<file path="src/rtl/ask_frame_scheduler_if.sv">
// Transmit-word handshake between an upstream requester and the frame scheduler.
interface ask_frame_scheduler_if #(
  parameter int unsigned DATA_WIDTH = 8
);
  logic [DATA_WIDTH-1:0] tx_data;
  logic                  tx_valid;
  logic                  tx_ready;

  modport master (
    output tx_data,
    output tx_valid,
    input  tx_ready
  );

  modport slave (
    input  tx_data,
    input  tx_valid,
    output tx_ready
  );
endinterface

</file>
<file path="src/rtl/ask_frame_scheduler.sv">
// Frames transmit words as preamble / MSB-first data / zero guard bits and serialises
// them into a bit stream, each bit held for CLKS_PER_BIT clocks.
module ask_frame_scheduler #(
  parameter int unsigned CLKS_PER_BIT  = 1000,
  parameter int unsigned PREAMBLE_BITS = 8,
  parameter int unsigned DATA_WIDTH    = 8,
  parameter int unsigned GUARD_BITS    = 2
) (
  input  logic                        clk,
  input  logic                        reset,
  input  logic                        enable,
  ask_frame_scheduler_if.slave        tx,
  output logic                        key_out,
  output logic                        busy,
  output logic                        bit_tick,
  output logic                        frame_done
);

  localparam int unsigned CntW = (CLKS_PER_BIT > 1) ? $clog2(CLKS_PER_BIT) : 1;
  localparam int unsigned MaxPd = (PREAMBLE_BITS > DATA_WIDTH) ? PREAMBLE_BITS : DATA_WIDTH;
  localparam int unsigned MaxBits = (MaxPd > GUARD_BITS) ? MaxPd : GUARD_BITS;
  localparam int unsigned BitW = (MaxBits > 1) ? $clog2(MaxBits) : 1;

  localparam logic [CntW-1:0] ClkLast   = CntW'(CLKS_PER_BIT - 1);
  localparam logic [BitW-1:0] PreLast   = BitW'(PREAMBLE_BITS - 1);
  localparam logic [BitW-1:0] DataLast  = BitW'(DATA_WIDTH - 1);
  localparam logic [BitW-1:0] GuardLast = BitW'(GUARD_BITS - 1);

  typedef enum logic [1:0] {
    StIdle,
    StPreamble,
    StData,
    StGuard
  } state_e;

  state_e                state_q, state_d;
  logic [CntW-1:0]       clk_cnt_q, clk_cnt_d;
  logic [BitW-1:0]       bit_cnt_q, bit_cnt_d;
  logic [DATA_WIDTH-1:0] shift_q, shift_d;
  logic                  key_out_q, key_out_d;
  logic                  busy_q, busy_d;
  logic                  bit_tick_q, bit_tick_d;
  logic                  frame_done_q, frame_done_d;
  logic                  tx_ready;
  logic                  last_clk;

  // Ready is combinational so a word can be taken in the very first idle cycle.
  assign tx_ready    = (state_q == StIdle) & enable & ~reset;
  assign tx.tx_ready = tx_ready;
  assign last_clk    = (clk_cnt_q == ClkLast);

  // Next-state, bit sequencing and next values of the registered outputs.
  always_comb begin
    state_d      = state_q;
    clk_cnt_d    = clk_cnt_q;
    bit_cnt_d    = bit_cnt_q;
    shift_d      = shift_q;
    key_out_d    = key_out_q;
    frame_done_d = 1'b0;

    if (state_q != StIdle) begin
      clk_cnt_d = last_clk ? '0 : clk_cnt_q + 1'b1;
    end

    unique case (state_q)
      StIdle: begin
        key_out_d = 1'b0;
        clk_cnt_d = '0;
        bit_cnt_d = '0;
        if (tx.tx_valid && tx_ready) begin
          shift_d   = tx.tx_data;
          state_d   = StPreamble;
          key_out_d = 1'b1;
        end
      end
      StPreamble: begin
        if (last_clk) begin
          if (bit_cnt_q == PreLast) begin
            state_d   = StData;
            bit_cnt_d = '0;
            key_out_d = shift_q[DATA_WIDTH-1];
          end else begin
            bit_cnt_d = bit_cnt_q + 1'b1;
            // Next index is even (carrier on) exactly when the current one is odd.
            key_out_d = bit_cnt_q[0];
          end
        end
      end
      StData: begin
        if (last_clk) begin
          shift_d = shift_q << 1;
          if (bit_cnt_q == DataLast) begin
            state_d   = StGuard;
            bit_cnt_d = '0;
            key_out_d = 1'b0;
          end else begin
            bit_cnt_d = bit_cnt_q + 1'b1;
            key_out_d = shift_d[DATA_WIDTH-1];
          end
        end
      end
      StGuard: begin
        key_out_d = 1'b0;
        if (last_clk) begin
          if (bit_cnt_q == GuardLast) begin
            state_d      = StIdle;
            bit_cnt_d    = '0;
            frame_done_d = 1'b1;
          end else begin
            bit_cnt_d = bit_cnt_q + 1'b1;
          end
        end
      end
      default: state_d = StIdle;
    endcase

    busy_d     = (state_d != StIdle);
    bit_tick_d = (state_d != StIdle) && (clk_cnt_d == ClkLast);
  end

  // State, counters, payload and registered outputs; reset drops everything at once.
  always_ff @(posedge clk or posedge reset) begin
    if (reset) begin
      state_q      <= StIdle;
      clk_cnt_q    <= '0;
      bit_cnt_q    <= '0;
      shift_q      <= '0;
      key_out_q    <= 1'b0;
      busy_q       <= 1'b0;
      bit_tick_q   <= 1'b0;
      frame_done_q <= 1'b0;
    end else begin
      state_q      <= state_d;
      clk_cnt_q    <= clk_cnt_d;
      bit_cnt_q    <= bit_cnt_d;
      shift_q      <= shift_d;
      key_out_q    <= key_out_d;
      busy_q       <= busy_d;
      bit_tick_q   <= bit_tick_d;
      frame_done_q <= frame_done_d;
    end
  end

  assign key_out    = key_out_q;
  assign busy       = busy_q;
  assign bit_tick   = bit_tick_q;
  assign frame_done = frame_done_q;

endmodule

</file>
<file path="src/flat_wrapper.sv">
// flat-port wrapper written by rule: the top's interface ports become plain ports
module ask_frame_scheduler_flat 
#(
  parameter int unsigned CLKS_PER_BIT  = 1000,
  parameter int unsigned PREAMBLE_BITS = 8,
  parameter int unsigned DATA_WIDTH    = 8,
  parameter int unsigned GUARD_BITS    = 2
)
  (clk, reset, enable, key_out, busy, bit_tick, frame_done, tx_tx_data, tx_tx_valid, tx_tx_ready);
  ask_frame_scheduler_if #(.DATA_WIDTH(DATA_WIDTH)) tx_i ();
  input  logic clk;
  input  logic reset;
  input  logic enable;
  output logic key_out;
  output logic busy;
  output logic bit_tick;
  output logic frame_done;
  input wire logic [$bits(tx_i.tx_data)-1:0] tx_tx_data;
  input wire logic [$bits(tx_i.tx_valid)-1:0] tx_tx_valid;
  output wire logic [$bits(tx_i.tx_ready)-1:0] tx_tx_ready;
  assign tx_i.tx_data = tx_tx_data;
  assign tx_i.tx_valid = tx_tx_valid;
  assign tx_tx_ready = tx_i.tx_ready;
  ask_frame_scheduler #(.CLKS_PER_BIT(CLKS_PER_BIT), .PREAMBLE_BITS(PREAMBLE_BITS), .DATA_WIDTH(DATA_WIDTH), .GUARD_BITS(GUARD_BITS)) u_core (.clk(clk), .reset(reset), .enable(enable), .tx(tx_i), .key_out(key_out), .busy(busy), .bit_tick(bit_tick), .frame_done(frame_done));
endmodule
</file>
<file path="config.mk">
export PLATFORM = sky130hd
export DESIGN_NAME = ask_frame_scheduler_flat
export DESIGN_NICKNAME = d
export VERILOG_FILES = /design/src/rtl/ask_frame_scheduler_if.sv /design/src/rtl/ask_frame_scheduler.sv /design/src/flat_wrapper.sv
export SDC_FILE = /design/constraint.sdc
export NUM_CORES = 1
export LEC_CHECK = 0
export CORE_AREA = 10 10 67 69
export CTS_CLUSTER_DIAMETER = 150
export CTS_CLUSTER_SIZE = 25
export DETAILED_ROUTE_END_ITERATION = 8
export DIE_AREA = 0 0 77 79
export PLACE_DENSITY = 0.82
export SETUP_SLACK_MARGIN = 0.02
export SYNTH_ARGS = -nofsm -noshare
export SYNTH_HDL_FRONTEND = slang
export SYNTH_SLANG_ARGS = --single-unit
</file>
<file path="constraint.sdc">
create_clock -name clk -period 1.93 [get_ports clk]
set_input_delay 0.386 -clock clk [delete_from_list [all_inputs] [get_ports clk]]
set_output_delay 0.386 -clock clk [all_outputs]
set_load 0.02 [all_outputs]
</file>
Yosys cells after proc, flatten, opt, wreduce, memory -nomap -nowiden
Cells that the tools add are included.
Operators by class
  add/sub/neg operators: 2
  eq/ne operators: 12
  multiplexer cells: 28
  bitwise operators: 3
  reductions and logical operators: 10
Operators by type and width (number)
  2-to-1 mux 10 bit: 3
  == test 10 bit, second input constant: 2
  2-to-1 mux 8 bit: 2
  one-hot mux 8 bit (2 select lines): 1
  2-to-1 mux 2 bit: 7
  2-to-1 mux 3 bit: 4
  adder 10 x 1 -> 10 bit, second input constant: 1
  one-hot mux 3 bit (3 select lines): 1
  2-to-1 mux 1 bit: 8
  != test 2 x 1 -> 1 bit, second input constant: 4
  one-hot mux 2 bit (4 select lines): 1
  nonzero test 2 bit: 3
  == test 2 bit, second input constant: 2
  one-hot mux 1 bit (4 select lines): 1
  AND reduction 2 bit: 2
  adder 3 x 1 -> 3 bit, second input constant: 1
  == test 3 x 1 -> 1 bit, second input constant: 1
  == test 3 bit, second input constant: 1
  AND reduction 3 bit: 1
  AND 1 bit: 2
  == test 2 x 1 -> 1 bit, second input constant: 1
  logical AND 1 bit: 2
  logical NOT 2 bit: 1
  != test 2 bit, second input constant: 1
  2 further kinds: 2
Storage, ports and cells
  register bits after elaboration: 27
  input port bits: 12
  output and inout port bits: 5
  logic and storage cells: 63

Logic depth before layout (Yosys ltp)
  depth in word-level cells: 8
  gate-level depth with buffers: 8
  gate-level depth less buffers: 7

Worst setup path after synthesis
Ideal clock, no wire load.
  path kind: reg-to-reg
  start: register u_core.clk_cnt_q[0]
  end: register u_core.bit_tick_q, in the netlist u_core.bit_tick
  setup time: 68 ps
  arrival time: 1822 ps
  data required time: 1862 ps
  setup slack: 40 ps
  stages on the path, launching flop included: 8
  path buffers: 1
  clock period less this slack: 1890 ps
  path through: dfrtp_1 > ha_1 > and4bb_4 > and3_4 > buf_6 > a211o_1 > o2111ai_2 > and4_1
Between the ends
  elaborated cells between the ends (all ways): 12
  classes of those cells: 1 x add/sub; 2 x eq/ne; 7 x mux; 2 x reduce/logical
RTL lines
  from (decl): line ask_frame_scheduler.sv:37  | logic [CntW-1:0] clk_cnt_q, clk_cnt_d;
  from (signal assigned): line ask_frame_scheduler.sv:134  | clk_cnt_q <= clk_cnt_d;
  == test 10 bit (*): line ask_frame_scheduler.sv:50  | assign last_clk = (clk_cnt_q == ClkLast);
  2-to-1 mux 2 bit (on tied branches): line ask_frame_scheduler.sv:104, ask_frame_scheduler.sv:90, ask_frame_scheduler.sv:77
  one-hot mux 2 bit (4 select lines) (*): line ask_frame_scheduler.sv:65  | unique case (state_q)
  nonzero test 2 bit (*)
  net u_core.busy_d: line ask_frame_scheduler.sv:41  | logic busy_q, busy_d;
  logical AND 1 bit (*): line ask_frame_scheduler.sv:118  | bit_tick_d = (state_d != StIdle) && (clk_cnt_d == ClkLast);
  net u_core.bit_tick_d: line ask_frame_scheduler.sv:42  | logic bit_tick_q, bit_tick_d;
  to (signal assigned): line ask_frame_scheduler.sv:139  | bit_tick_q <= bit_tick_d;
  to (decl): line ask_frame_scheduler.sv:42
The timed path passes the listed nets; every way through them passes the cells marked *.
A chain may end at the register's enable or synchronous reset.

Worst setup path after layout
  start: register u_core.state_q[0]
  end: output port tx_tx_ready
Between the ends
  longest elaborated chain between the ends: 3
RTL lines
  from (decl): line ask_frame_scheduler.sv:36  | state_e state_q, state_d;
  from (signal assigned): line ask_frame_scheduler.sv:124  | state_q <= StIdle;
  from (signal assigned): line ask_frame_scheduler.sv:133  | state_q <= state_d;
  logical NOT 2 bit: line ask_frame_scheduler.sv:48  | assign tx_ready = (state_q == StIdle) & enable & ~reset;
  AND 1 bit (2 in a row): line ask_frame_scheduler.sv:48
  to (decl): line flat_wrapper.sv:20  | output wire logic [$bits(tx_i.tx_ready)-1:0] tx_tx_ready;
Every way passes these cells.

==> out/results.tsv <==
stage	metric	value	unit
outcome	status	complete, no violations	
logic_synthesis	ys_seq_elements	27	
logic_synthesis	synth_seq_area_share	44.1	%
final_layout	nets	207	
clock_network	cts-hold-fix-buffers	0	
sta	slew_headroom	77.8	%
floorplanning	start_util	47.4	%
critical_path	rrSetupSlack	0.12	ns
logic_synthesis	ys_top_cells_by_count	dfrtp_1, nor2_1, a21oi_1	
clock_network	cts_buffer_depth	2	
sta	worstMarginPinSlew	0.332	ns
power_and_ir_drop	total_power	0.000868	W
logic_synthesis	yosysTopAreaCellShare	44.1	%
sta	fin_worst_skew	0.00269	ns
critical_path	cp_max_fo	4	
drt	drt-initial-drc-count	84	
critical_path	critPathKind	reg -> out	
placement	gp_congestion	0.858	
clock_network	clock_tree.root_cell	clkbuf_4	
critical_path	cp-end-kind	output port	
floorplanning	chipWidth	77	um
critical_path	required	1.54	ns
placement	hpwlAfterDp	2.55	mm
critical_path	worstPathArrival	1.44	ns
power_and_ir_drop	powerDensity	464	mW/mm2
global_routing	grt_max_degree	28	
floorplanning	std_cell_rows	21	
logic_synthesis	ys_types	44	
floorplanning	die_h	79	um
floorplanning	core_area	0.00323	mm2
critical_path	worst_r2r_endpoint	u_core.bit_tick$_DFF_PP0_	
critical_path	rr_worst_depth	6	
power_and_ir_drop	p_leak	0.817	nW
logic_synthesis	synth_area_leaders	dfrtp_1, ha_1, nor2_1, mux2i_1, xor2_1	
clock_network	path_clk_slew	0.13	ns
drt	drcViolationCount	0	
sta	slew_viol_final	0	
final_layout	drive_above_1_share	15.1	%
drt	num_vias	1241	
hold_path	worstHoldPathType	in -> async	
drt	drt_pre_antenna_iters	4	
floorplanning	die-area	0.00608	mm2
sta	final.setup.tns	0	ns
final_layout	antennaDiodeCount	0	
clock_network	numCtsBuffers	3	
sta	setup_viol	0	
drt	wl_per_cell	14.2	um
logic_synthesis	synth_top_flop_cell	dfrtp_1	
sta	fmax	549	MHz
logic_synthesis	synth_edf_count	0	
sta	min_period	1.82	ns
job	max_cap_viol_count	0	
sta	layout_worst_path_cycle_share	94.4	%
final_layout	nFillCells	285	
sta	rsz0062_at_grt	false	
global_routing	grt_pass1_wl	5.60	mm
floorplanning	ios	17	
logic_synthesis	yosys_warnings	0	
logic_synthesis	syn_nets	179	
logic_synthesis	synth_top_area_cell	dfrtp_1	
clock_network	clk_latency	0.32	ns
clock_network	cts_sinks	27	
drt	viasPerCell	5.37	
drt	drt.antenna.violating_nets	0	
placement	port-buffer-count	16	
global_routing	grt_overflow	0	
clock_network	htree_levels	1	
logic_synthesis	async_reset_ff_share	100	%
critical_path	r2r_start	u_core.clk_cnt_q[0]$_DFF_PP0_	
global_routing	grt_pass1_vias	1233	
global_routing	antenna_found_initial	0	
global_routing	grtUsageTotal	10.8	%
final_layout	syn2layout_area_growth	22.0	%
drt	totalWireLength	3.28	mm
logic_synthesis	synthCells	158	
clock_network	cts_tree	done	
power_and_ir_drop	peakVddDrop	0.344	mV
logic_synthesis	syn-cell-area	0.00153	mm2
logic_synthesis	syn_avg_cell_area	9.70	um2
critical_path	crit_path_start_kind	flip-flop	
logic_synthesis	synth.most_common_cell	dfrtp_1	
sta	hold_viol_final	0	
metal layers:
| layer | up-vias | global-route usage (%) | share of wire [%] |
|---|---|---|---|
| met5 | - | 0 | 0 |
| met4 | 0 | 1.64 | 0.61 |
| met3 | 4 | 2.59 | 3.7 |
| met2 | 12 | 20.7 | 56 |
| met1 | 617 | 12.1 | 40 |
| li1 | 608 | - | - |
layout make-up:
type | count | area, um2 | share of cell area, %
Sequential cell | 27 | 676 | 36.1
Tap cell | 46 | 57.6 | 3.08
Timing Repair Buffer | 30 | 267 | 14.2
Multi-Input combinational cell | 118 | 822 | 43.9
Clock buffer | 4 | 26.3 | 1.40
Inverter | 6 | 22.5 | 1.20
what timing repair did:
item,in CTS,in global routing
setup buffers,0,2
setup endpoints to repair,1,9
pin swaps,0,1
gates resized for setup,3,6
sequential cells by signal, summed over array words and instances, names as in the netlist:
name and count:
u_core.bit_cnt_q 3, u_core.bit_tick 1, u_core.busy 1, u_core.clk_cnt_q 10, u_core.frame_done 1, u_core.key_out 1
u_core.shift_q 8, u_core.state_q 2
through the flow:
stage,instance area [um2],util [%],instances,setup slack [ns],hold slack (ns)
2_1_floorplan,1530,-,158,0.0400,0.444
3_3_place_gp,1800,55.7,225,-0.0676,0.464
3_5_place_dp,1800,55.7,225,-0.0991,0.489
4_1_cts,1830,56.6,229,0.0245,0.469
5_1_grt,1870,57.9,231,0.0282,0.480
6_report,1870,57.9,231,0.108,0.461
cell usage in the layout (no fill, tap or decap), types with 2 or more instances in the layout:
cell type        Yosys  final
a21oi_1             10     10
and2_1               2      2
and3_1               2      2
and4_1               3      3
buf_4                1     14
clkbuf_4             0      3
clkdlybuf4s50_1      0     15
dfrtp_1             27     27
ha_1                 9      6
ha_4                 0      2
inv_1                6      5
mux2i_1              7      7
nand2_1              9      9
nand2b_1             3      3
nand3_1              8      8
nand3b_1             2      2
nand4_1              3      3
nor2_1              24     24
o21ai_0              4      4
o22ai_1              2      2
or3_1                2      2
xor2_1               6      6
critical path, cell delays in order (launching register included):
cell             delay (ns)
dfrtp_1                0.41
inv_2                  0.13
ha_4                   0.17
and3_1                 0.14
clkdlybuf4s15_2        0.26
logic make-up (layout without fill, tap and decap cells):
| group | count (synthesis) | count (layout) | synth area share, % |
|---|---|---|---|
| AO/OA/AOI/OAI | 27 | 27 | 11.9 |
| XOR/XNOR | 7 | 7 | 4.00 |
| adder cells (fa/ha/maj) | 9 | 9 | 7.35 |
| buffers and inverters | 13 | 40 | 4.08 |
| flip-flops | 27 | 27 | 44.1 |
| multiplexers | 7 | 7 | 4.57 |
| AND/OR/NAND/NOR | 68 | 68 | 24.0 |
report_power, final:
part / switching (W) / total [W] / internal (W)
combinational: 0.0000221 / 0.0000511 / 0.0000289
clock: 0.000158 / 0.000239 / 0.0000810
sequential: 0.00000464 / 0.000578 / 0.000573
total: 0.000185 / 0.000868 / 0.000683
how the worst max path moves through the flow:
| stage | start | to | depth (start not counted) |
|---|---|---|---|
| 2_1_floorplan | u_core.clk_cnt_q[0]$_DFF_PP0_ | u_core.bit_tick$_DFF_PP0_ | 7 |
| 3_3_place_gp | reset | tx_tx_ready | 4 |
| 3_5_place_dp | reset | tx_tx_ready | 4 |
| 4_1_cts | u_core.state_q[0]$_DFF_PP0_ | tx_tx_ready | 4 |
| 5_1_grt | u_core.state_q[0]$_DFF_PP0_ | tx_tx_ready | 4 |
| 6_report | u_core.state_q[0]$_DFF_PP0_ | tx_tx_ready | 4 |
Note: power is estimated with default switching activity, not from simulation.
